File: src/rtl/button_debouncer.sv
// button_debouncer
//   Synchronises and debounces five raw controller buttons. It emits one-cycle
//   press/release edge pulses for the player FSM.
//   Within each half the bits are: 0 = up, 1 = down, 2 = left, 3 = right,
//   4 = attack.
// Ports
//   clk             system clock
//   reset           asynchronous, active-high reset
//   raw_buttons[4:0]    raw active-high buttons (async to clk, may bounce)
//   input_data[9:0]     [9:5] press pulses, [4:0] release pulses, one clk wide
//   buttons_stable[4:0] debounced button levels
module button_debouncer #(
  parameter int unsigned DEBOUNCE_CYCLES = 1000,
  parameter int unsigned CNT_W           = 10
) (
  input  logic       clk,
  input  logic       reset,
  input  logic [4:0] raw_buttons,
  output logic [9:0] input_data,
  output logic [4:0] buttons_stable
);

  localparam logic [CNT_W-1:0] LP_TERM = CNT_W'(DEBOUNCE_CYCLES - 1);

  logic [4:0]       r_s1;
  logic [4:0]       r_s2;
  logic [CNT_W-1:0] r_cnt [5];
  logic [4:0]       r_stable;
  logic [9:0]       r_data;

  logic [4:0]       w_differ;
  logic [4:0]       w_accept;
  logic [4:0]       w_press;
  logic [4:0]       w_release;

  // A bit is accepted on the cycle that completes DEBOUNCE_CYCLES consecutive
  // disagreements. The pulse and the new stable level land on the same edge.
  always_comb begin
    w_differ  = r_s2 ^ r_stable;
    w_accept  = '0;
    for (int unsigned i = 0; i < 5; i++) begin
      w_accept[i] = w_differ[i] && (r_cnt[i] == LP_TERM);
    end
    w_press   = w_accept & r_s2;
    w_release = w_accept & ~r_s2;
  end

  always_ff @(posedge clk or posedge reset) begin
    if (reset) begin
      r_s1 <= '0;
      r_s2 <= '0;
    end else begin
      r_s1 <= raw_buttons;
      r_s2 <= r_s1;
    end
  end

  always_ff @(posedge clk or posedge reset) begin
    if (reset) begin
      for (int unsigned i = 0; i < 5; i++) begin
        r_cnt[i] <= '0;
      end
    end else begin
      for (int unsigned i = 0; i < 5; i++) begin
        if (!w_differ[i] || w_accept[i]) begin
          r_cnt[i] <= '0;
        end else begin
          r_cnt[i] <= r_cnt[i] + CNT_W'(1);
        end
      end
    end
  end

  always_ff @(posedge clk or posedge reset) begin
    if (reset) begin
      r_stable <= '0;
      r_data   <= '0;
    end else begin
      r_stable <= (r_stable & ~w_accept) | (r_s2 & w_accept);
      r_data   <= {w_press, w_release};
    end
  end

  assign input_data     = r_data;
  assign buttons_stable = r_stable;

endmodule

File: config.mk
export PLATFORM = sky130hd
export DESIGN_NAME = button_debouncer
export DESIGN_NICKNAME = d
export VERILOG_FILES = /design/src/rtl/button_debouncer.sv
export SDC_FILE = /design/constraint.sdc
export NUM_CORES = 1
export LEC_CHECK = 0
export ABC_AREA = 1
export BUFFER_PORTS_ARGS = -buffer_cell sky130_fd_sc_hd__clkbuf_2
export CORE_ASPECT_RATIO = 0.7
export CORE_MARGIN = 2
export CORE_UTILIZATION = 40
export CTS_BUF_LIST = sky130_fd_sc_hd__clkbuf_16
export CTS_CLUSTER_SIZE = 28
export DETAILED_ROUTE_END_ITERATION = 10
export MAX_ROUTING_LAYER = met4
export PLACE_DENSITY = 0.67
export RECOVER_POWER = 100
export SLEW_MARGIN = 15
export SYNTH_ARGS = -nofsm -noshare
export SYNTH_HDL_FRONTEND = slang
export SYNTH_SLANG_ARGS = --single-unit
File: constraint.sdc
create_clock -name clk -period 2.65 [get_ports clk]
set_input_delay 0.1325 -clock clk [delete_from_list [all_inputs] [get_ports clk]]
set_output_delay 0.1325 -clock clk [all_outputs]
set_load 0.01 [all_outputs]
Yosys cells after proc, flatten, opt, wreduce, memory -nomap -nowiden

Index checks and enable logic that the tools add are counted.

$add $sub $neg: 5
Multipliers: 0
Divide/modulo/power cells: 0
$lt $le $gt $ge: 0
Eq/ne operators: 5
Shift operators: 0
Multiplexer cells: 5
Bitwise operators: 7
Reductions and logical operators: 15

Operators by type and width:

| cell                  | number |
|---|---|
| $add 10x1->10 const B | 5 |
| $eq 10x10->1 const B  | 5 |
| $mux 10               | 5 |
| $and 5x5->5           | 3 |
| $not 5->5             | 2 |
| $logic_and 1x1->1     | 5 |
| $logic_not 1->1       | 5 |
| $logic_or 1x1->1      | 5 |
| $or 5x5->5            | 1 |
| $xor 5x5->5           | 1 |

Flip-flop bits (word level): 75
Bits in latches: 0
Memory bits (writable): 0
Bits in read-only memories: 0
Output and inout port bits: 15
Memories kept: 0

Depth between registers and ports, before layout

Depth in word-level cells: 5
Mapped depth: 7
Mapped depth without buffers: 7

Least setup slack after synthesis

Ideal clock, no wire load.

Path type: reg-to-reg
Start: register r_cnt[20] (netlist name)
End: register r_cnt[25] (netlist name)
Arrival: 1064 ps
Data required time: 2529 ps
Path slack: 1464 ps
Cell stages (with the launch flop): 7
Cells stage by stage: dfrtp_1 ha_1 nand2_1 inv_1 nand4_2 nand2_2 nor2_1

Cells in the longest elaborated chain, start to end: 4
Elaborated cells on any way between the ends: 5
Those cells by class: add/sub (1); eq/ne (1); mux (1); reduce/logical (2)

RTL lines:

| item                                                  | line | source |
|---|---|---|
| start: declaration                                    | 27   | `logic [CNT_W-1:0] r_cnt [5];` |
| start signal: indexed assignment                      | 68   | `r_cnt[i] <= r_cnt[i] + CNT_W'(1);` |
| branches (longest 3 deep; another with $add 10x1->10) | -    |  |
| $mux 10 *                                             | 65   | `if (!w_differ[i] \|\| w_accept[i]) begin` |

Mark *: on every way between the ends.

Final worst setup path

Start: register r_cnt[30] (netlist name)
End: register r_cnt[36] (netlist name)

Same word-level chain as after synthesis.

==> load_flow_metrics.sql <==
INSERT INTO impl_metrics (metric_group, metric, value, unit) VALUES
('sta', 'timing_max_transition_violations_final', '76', ''),
('sta', 'finalClockSkew', '0.00585', 'ns'),
('global_route', 'track_usage', '15.1', '%'),
('clock_tree', 'numClockSinks', '75', ''),
('layout', 'final_cells', '537', ''),
('global_route', 'number_of_global_route_vias_before_repair', '2347', ''),
('detailed_routing', 'wl_per_cell', '10.6', 'um'),
('hold_path', 'hold_path.class', 'reg2reg', ''),
('clock_tree', 'tritoncts_clock_tree', 'done', ''),
('detailed_routing', 'num_vias', '2501', ''),
('synthesis', 'syn-num-nets', '401', ''),
('run_status', 'failed_checks', 'capacitance limit, slew limit', ''),
('synthesis', 'synth_top_cells_by_area', 'dfrtp_1 55%, nand2_1 11%, nor2_1 8.2%', ''),
('floorplanning', 'fp.coreArea', '8340', 'um^2'),
('setup_path', 'criticalPathCategory', 'reg2reg', ''),
('placement', 'buffer_ports.inserted', '21', ''),
('synthesis', 'postSynth.topFlopCell', 'dfrtp_1', ''),
('layout', 'final_util', '46.7', '%'),
('sta', 'setup_viol', '0', ''),
('floorplanning', 'floorplan.initialDensity', '40.8', '%'),
('placement', 'place_congestion', '0.860', ''),
('clock_tree', 'root_buffer', 'clkbuf_16', ''),
('placement', 'place.detailed.instances', '516', ''),
('clock_tree', 'numCtsBuffers', '9', ''),
('layout', 'share_of_cells_above_drive_strength_1', '8.10', '%'),
('synthesis', 'synth.most_common_cell', 'nand2_1', ''),
('run_status', 'status', 'finished, violations left', ''),
('detailed_routing', 'first_iter_violations', '183', ''),
('setup_path', 'path_max_fanout', '10', ''),
('synthesis', 'post_synth_num_cell_types', '23', ''),
('synthesis', 'syn-instance-count', '389', ''),
('clock_tree', 'clk_transition_reported_paths', '0.05', 'ns'),
('floorplanning', 'floorplan.die.width', '114', 'um'),
('setup_path', 'timing.critical_path.slowest_cell_delay', '0.39', 'ns'),
('layout', 'synth_to_final_area_change', '14.5', '%'),
('detailed_routing', 'postRouteWirelength', '5710', 'um'),
('setup_path', 'worst-endpoint-required', '2.85', 'ns'),
('setup_path', 'crit_path_top_delay_cell', 'dfrtp_1', ''),
('setup_path', 'worstSetupEndpointType', 'flip-flop', ''),
('setup_path', 'cp_cell_sequence', 'ha_1 -> nand2_1 -> nor2_1 -> nand2_1 -> nand2_1 -> nor2_1', ''),
('detailed_routing', 'ant_nets', '0', ''),
('sta', 'grt_setup_unrepaired', 'no', ''),
('flow_run', 'timing.max_cap.violations', '1', ''),
('global_route', 'grt_antenna_before_repair', '0', ''),
('setup_path', 'critical_path_arrival', '1.79', 'ns'),
('sta', 'hold_violations', '0', ''),
('clock_tree', 'cts.htree.levels', '3', ''),
('sta', 'final_min_period', '1.59', 'ns'),
('synthesis', 'synthesis.area', '3400', 'um^2'),
('setup_path', 'path_common_cell', 'nand2_1', ''),
('layout', 'final_nets', '439', ''),
('detailed_routing', 'drt_drc_violations_left', '0', ''),
('layout', 'antenna-diode-count', '0', ''),
('sta', 'final.setup.tns', '0', 'ns'),
('detailed_routing', 'detail_route.first_pass.iterations', '4', ''),
('pwr', 'power_per_standard_cell_area', '601', 'nW/um^2'),
('clock_tree', 'clk_path_buf_depth', '2', ''),
('floorplanning', 'die_h', '81.1', 'um'),
('floorplanning', 'pin_count', '22', ''),
('sta', 'worst-slew-pin-transition', '1.78', 'ns'),
('synthesis', 'register_bit_count_reported_by_yosys', '75', ''),
('global_route', 'global_route_wire_length_before_repair', '10500', 'um'),
('synthesis', 'synthArstFlopShare', '100', '%'),
('synthesis', 'yosysTopAreaCellShare', '55.2', '%'),
('synthesis', 'post-synth-top-area-cell', 'dfrtp_1', ''),
('pwr', 'power_leakage', '0.00190', 'uW'),
('synthesis', 'ys_seq_area_share', '55.2', '%'),
('pwr', 'vdd_drop_max', '0.292', 'mV'),
('synthesis', 'synth_common_cells', '96 x nand2_1, 75 x dfrtp_1, 74 x nor2_1', ''),
('floorplanning', 'die_area', '9260', 'um^2'),
('sta', 'max_freq', '627', 'MHz');
[routing by layer]
metal / part of all wire (%) / track usage, % / wire length [um] / up-vias
li1: - / - / - / 1285
met1: 52 / 19.3 / 2960 / 1164
met2: 42 / 22.3 / 2430 / 45
met3: 4.4 / 5.75 / 252 / 7
met4: 1.4 / 5.24 / 78 / 0
met5: 0 / - / 0 / -
[power by group]
group	internal (uW)	switching (uW)
Clock	619	445
Combinational	28.5	54.6
Sequential	1170	19.2
[metrics by stage]
step / worst slack (ns) / instance area (um^2) / total power [uW]
after detailed placement: 1.26 / 3640 / 1300
after global placement: 1.29 / 3640 / 1290
final: 1.06 / 3890 / 2340
after floorplan: 0.608 / 3400 / 1270
after CTS: 1.26 / 3960 / 2380
after global routing: 0.771 / 3890 / 2440
[worst paths after layout]
kind	startpoint	endpoint	slack, ns	depth (start not counted)
max	r_cnt[30]	r_cnt[36]	1.06	6
min	r_s1[1]	r_s2[1]	0.35	0
max reg2reg	r_cnt[30]	r_cnt[36]	1.06	6
min reg2reg	r_s1[1]	r_s2[1]	0.35	0
max in group asynchronous	reset	input_data[1]	1.20	3
min in group asynchronous	reset	r_cnt[48]	0.42	3
[sequential cells by signal, summed over array words and instances (netlist names), named ones only]
| signal | cells |
|---|---|
| r_s1 | 5 |
| r_s2 | 5 |
| r_cnt | 50 |
| input_data | 10 |
[kinds of logic (layout without fill, tap and decap cells)]
family          count (synthesis)  count (layout)  synth area share [%]
flops                          75              75                  55.2
xor+xnor                       21              21                  5.41
buf+inv                        46              89                  5.08
fa+ha+maj                       5               5                  1.84
simple gates                  234             234                  30.9
compound gates                  8               8                  1.58
[final cells by class]
cell class / count / area (um^2)
tap: 105 / 131
fill: 819 / 4440
inverter: 46 / 173
sequential: 75 / 1880
clock inverter: 7 / 36.3
timing repair buffer: 27 / 140
multi-input combinational: 268 / 1310
clock buffer: 9 / 225
[what timing repair did]
item                                    CTS  global route
endpoints found under the hold margin     5             0
buffers inserted                          0             0
endpoints found under the setup margin    0             0
hold buffers                              5             0
[cell usage in the layout, fill, tap and decap left out, drive strengths merged, types with 5 or more instances in the layout]
cell type / n
nand4: 12
dfrtp: 75
nand2: 103
ha: 5
nor2: 85
a21o: 5
nor3: 5
dlygate4sd3: 5
xor2: 17
nand3: 25
inv: 47
clkbuf: 31
[worst max-delay path, delay by kind of cell (launching register included)]
family | cells | cell delay [ns]
simple gates | 5 | 0.88
flops | 1 | 0.39
fa+ha+maj | 1 | 0.20
(Power assumes the default switching activity.)
